## src/rtl/fp_acc_seq.sv

```systemverilog
// fp_acc_seq: sequencer around an external combinational FP32 adder.
//
// Accepts `count` single-precision operands over a valid/ready handshake. The
// adder is fed from registers only ({acc, op_reg}) and its result is captured
// back into the accumulator. The final sum is then offered on a valid/ready
// output.
//
// Ports:
//   clk, rst            clock; synchronous active-high reset
//   start, count        begin a run of `count` operands (sampled in IDLE only)
//   in_valid/in_ready   operand handshake, in_data is the FP32 operand
//   add_a, add_b        adder inputs (accumulator, operand register)
//   add_res             adder result
//   sum_valid/sum_ready result handshake, sum_data is the final sum
//   busy                high whenever not IDLE
//
// Optional build macro FP_ZERO_BYPASS_EN: in NEXT, an accepted +/-0 operand
// leaves acc unchanged and skips the ADD state.

module fp_acc_seq #(
    parameter int unsigned CNT_W   = 8,
    parameter int unsigned ADD_LAT = 1
) (
    input  logic             clk,
    input  logic             rst,
    input  logic             start,
    input  logic [CNT_W-1:0] count,
    input  logic             in_valid,
    input  logic [31:0]      in_data,
    output logic             in_ready,
    output logic [31:0]      add_a,
    output logic [31:0]      add_b,
    input  logic [31:0]      add_res,
    output logic             sum_valid,
    output logic [31:0]      sum_data,
    input  logic             sum_ready,
    output logic             busy
);

    localparam int unsigned WAIT_W = 4;
    localparam logic [WAIT_W-1:0] WAIT_INIT = WAIT_W'(ADD_LAT - 1);

    typedef enum logic [2:0] {
        StIdle,
        StFirst,
        StNext,
        StAdd,
        StDone
    } state_e;

    state_e             state_q, state_d;
    logic [31:0]        acc_q, acc_d;
    logic [31:0]        op_q, op_d;
    logic [CNT_W-1:0]   rem_q, rem_d;
    logic [WAIT_W-1:0]  wait_q, wait_d;

    logic [CNT_W-1:0]   rem_dec;
    logic               zero_bypass;

    // Saturating decrement: the down-counter never wraps.
    assign rem_dec = (rem_q != '0) ? rem_q - CNT_W'(1) : rem_q;

`ifdef FP_ZERO_BYPASS_EN
    assign zero_bypass = (in_data[30:0] == 31'd0);
`else
    assign zero_bypass = 1'b0;
`endif

    always_ff @(posedge clk) begin
        if (rst) begin
            state_q <= StIdle;
            acc_q   <= '0;
            op_q    <= '0;
            rem_q   <= '0;
            wait_q  <= '0;
        end else begin
            state_q <= state_d;
            acc_q   <= acc_d;
            op_q    <= op_d;
            rem_q   <= rem_d;
            wait_q  <= wait_d;
        end
    end

    always_comb begin
        state_d   = state_q;
        acc_d     = acc_q;
        op_d      = op_q;
        rem_d     = rem_q;
        wait_d    = wait_q;
        in_ready  = 1'b0;
        sum_valid = 1'b0;

        unique case (state_q)
            StIdle: begin
                if (start) begin
                    if (count == '0) begin
                        acc_d   = '0;
                        state_d = StDone;
                    end else begin
                        rem_d   = count;
                        state_d = StFirst;
                    end
                end
            end

            StFirst: begin
                in_ready = 1'b1;
                if (in_valid) begin
                    // First operand seeds the accumulator directly, no add.
                    acc_d   = in_data;
                    rem_d   = rem_dec;
                    state_d = (rem_dec == '0) ? StDone : StNext;
                end
            end

            StNext: begin
                in_ready = 1'b1;
                if (in_valid) begin
                    if (zero_bypass) begin
                        rem_d   = rem_dec;
                        state_d = (rem_dec == '0) ? StDone : StNext;
                    end else begin
                        op_d    = in_data;
                        wait_d  = WAIT_INIT;
                        state_d = StAdd;
                    end
                end
            end

            StAdd: begin
                // Adder inputs are held for ADD_LAT cycles; sample on the last.
                if (wait_q != '0) begin
                    wait_d = wait_q - WAIT_W'(1);
                end else begin
                    acc_d   = add_res;
                    rem_d   = rem_dec;
                    state_d = (rem_dec == '0) ? StDone : StNext;
                end
            end

            StDone: begin
                sum_valid = 1'b1;
                if (sum_ready) begin
                    state_d = StIdle;
                end
            end

            default: begin
                state_d = StIdle;
            end
        endcase
    end

    assign add_a    = acc_q;
    assign add_b    = op_q;
    assign sum_data = acc_q;
    assign busy     = (state_q != StIdle);

endmodule

```

## config.mk

```make
export PLATFORM = sky130hd
export DESIGN_NAME = fp_acc_seq
export DESIGN_NICKNAME = d
export VERILOG_FILES = /design/src/rtl/fp_acc_seq.sv
export SDC_FILE = /design/constraint.sdc
export NUM_CORES = 1
export LEC_CHECK = 0
export CAP_MARGIN = 5
export CORE_MARGIN = 1.5
export CORE_UTILIZATION = 35
export CTS_CLUSTER_DIAMETER = 30
export CTS_CLUSTER_SIZE = 8
export DETAILED_ROUTE_END_ITERATION = 10
export PLACE_DENSITY = 0.71
export SLEW_MARGIN = 30
export SYNTH_ARGS = -nofsm -noshare
export SYNTH_HDL_FRONTEND = slang
export SYNTH_SLANG_ARGS = --single-unit
export TNS_END_PERCENT = 30
```

## constraint.sdc

```tcl
create_clock -name clk -period 2.2 [get_ports clk]
set_input_delay 0.22 -clock clk [delete_from_list [all_inputs] [get_ports clk]]
set_output_delay 0.22 -clock clk [all_outputs]
set_load 0.005 [all_outputs]
```

==> metrics.txt <==
global-route wire length before repair 18800 um; worst vdd ir approximately 0.0005 V; PnR worst setup slack about 0.082 ns; CP Buf/Inv Count 3; max-slew violations 0; max cap viols 0; worst hold-check path type primary input to flip-flop; DP Wirelength around 8500 um; Top FF cell, synth dfxtp_1; layout net count 721; Slew @ Worst Pin 0.553 ns; Post-synth ARST share 0%; RD Place Congestion about 0.85; DRT Wirelength approximately 12000 um; f_max 472 MHz; Arrival @ worst endpoint 2.33 ns; clk sinks 79; commonest non-fill, non-tap cells in the layout clkdlybuf4s50_1 (174), nor2_1 (82), dfxtp_1 (78); setup TNS 0 ns; critical path startpoint category primary input; CTS clk-pin slew, worst paths 0.06 ns; delay-heaviest family, CP simple AND/OR/NAND/NOR gates; DRC Markers 0; Ys Warns 0; largest net degree at the start of global routing 39; Post-Syn Instances a little under 500; # rows 39; WP data required 2.41 ns; Synth Cell Area about 4100 um^2; status completed; Critical Path End Type flip-flop; Final min period 2.12 ns; Max transition margin 62.8%; Antenna Cells 0; DP Worst Slack -0.372 ns; Antenna Violating Nets Remaining 0; hold_buf cts 0; CTS max path bufs 2; DR vias 3949; hold slack 0.338 ns; initial core utilization between 30% and 40%; post-synth net total 574; Static Leak 2.17 nW; Pwr Density ~840 nW/um^2; Tot GR Track Use 18.6%; commonest non-fill, non-tap cell in the layout clkdlybuf4s50_1; CP max stage delay 0.55 ns; slowest cell on the critical path or4_4; critical path class primary input to flip-flop; Yosys cell types 49; Post-Layout Cell Count between 700 and 800; Vias/cell 5.01; CP cell instances clkdlybuf4s50_1 -> or4_4 -> or3_4 -> a21oi_4 -> buf_12 -> buf_12 -> mux2i_2 -> nor2_1; Fin. Hold Viols 0; I/O pin count 176; vias in the first global route about 3900; #FFs+latches synth 79; Max Fanout on Critical Path 10; initial antenna violation count 0; CTS tree done; ratio of cells with drive above 1 in the final layout 9.75%; root buffer cell clkbuf_16; cell total after placement 771; CTS H-Tree Depth 3; CP dominant cell by count buf_12; die height 111 um; DRT iter0 DRCs 167; die area 12300 um^2; first drt pass iteration count 4; Mean Syn Cell Area 8.24 um^2; Final Setup Violations 0; final period utilization 96.3%; Syn-to-layout area delta 52.2%; Seq/Total Area, Yosys about 39%; port bufs 175; DR WL/cell 15.0 um; worst skew pair latency 0.33 ns; grt ovf 0; TritonCTS buffer count 9; final setup skew 0.00523 ns; core area roughly 11000 um^2; Die Width around 110 um; Post-synth EDFFs 0
-- per-layer routing --
layer / share of wire (%) / global-route usage [%] / up-vias
li1: - / - / 1940
met1: 41 / 22.4 / 1854
met2: 50 / 32.3 / 145
met3: 7.1 / 4.48 / 10
met4: 1.3 / 6.67 / 0
met5: 0 / 0 / -
-- cell families after synthesis --
kind of cell | Yosys count | synth area share, %
flip-flops | 79 | 38.9
XOR/XNOR | 4 | 0.861
multiplexers | 67 | 16.6
AO/OA/AOI/OAI | 72 | 11.1
AND/OR/NAND/NOR | 200 | 21.6
adder cells (fa/ha/maj) | 3 | 0.923
buffers and inverters | 69 | 9.99
-- where the power goes --
group | leakage (nW) | total (mW) | internal (mW) | switching [mW]
Combinational | 1.39 | 2.11 | 1.10 | 1.01
Clock | 0.142 | 1.45 | 0.875 | 0.578
Sequential | 0.640 | 1.67 | 1.55 | 0.114
Total | 2.17 | 5.23 | 3.53 | 1.70
-- cell usage after synthesis (2+ instances only) --
cell / count / share of area (%)
xnor2_1: 2 / 0.43
dfxtp_1: 79 / 39
buf_1: 3 / 0.28
buf_6: 3 / 0.83
nand2b_1: 2 / 0.31
clkbuf_1: 23 / 2.1
ha_1: 3 / 0.92
mux2_2: 3 / 0.83
nand3_1: 2 / 0.25
o21ai_0: 5 / 0.61
buf_4: 32 / 5.9
nor3b_1: 5 / 0.92
a211o_1: 3 / 0.65
nor2_1: 82 / 7.6
nor3_1: 8 / 0.98
inv_1: 4 / 0.37
nand2_1: 76 / 7.0
mux2i_1: 64 / 16
a311o_1: 2 / 0.49
buf_2: 4 / 0.49
a21oi_1: 47 / 5.8
a21o_1: 2 / 0.37
or3_1: 2 / 0.31
or4_1: 3 / 0.55
nand3b_1: 4 / 0.74
a22oi_1: 2 / 0.37
or4b_1: 2 / 0.49
xor2_1: 2 / 0.43
or2_2: 3 / 0.46
nor4_1: 3 / 0.46
-- area by class of cell --
class	instances	area (um^2)
fillers	1044	5180
flip-flops and latches	79	1580
inverters	4	15.0
clock inverters	6	61.3
repair buffers	201	2010
well taps	143	179
multi-input cells	346	2110
clock buffers	10	229
-- what timing repair did --
action | 4_1_cts | 5_1_grt
pin swaps | 0 | 1
gates resized for setup | 3 | 11
cloned | 0 | 1
setup endpoints to repair | 2 | 39
setup buffers | 0 | 1
hold endpoints to repair | 0 | 0
-- path summary, 6_finish.rpt --
check	start	endpoint	slack, ns	depth (start not counted)
worst min-delay path	rst	add_a[29]	0.34	2
worst max-delay path	count[4]	add_a[12]	0.08	8
worst max register to register	rem_q[1]	state_q[1]	0.09	5
worst min register to register	add_b[28]	add_b[28]	0.46	2
-- flip-flops by register name (all words and copies together), names as in the netlist --
| signal | flops |
|---|---|
| state_q | 3 |
| add_b | 32 |
| add_a | 32 |
| wait_q | 4 |
| rem_q | 8 |
-- metrics by stage --
step	power [mW]	utilization (%)	instance area, um^2
final	5.23	54.5	6190
after global routing	5.57	54.5	6190
after CTS	5.21	53.7	6100
after detailed placement	3.72	51.0	5800
after global placement	3.68	51.0	5800
after floorplan	2.99	-	4070
Note: power is estimated with default switching activity, not from simulation.
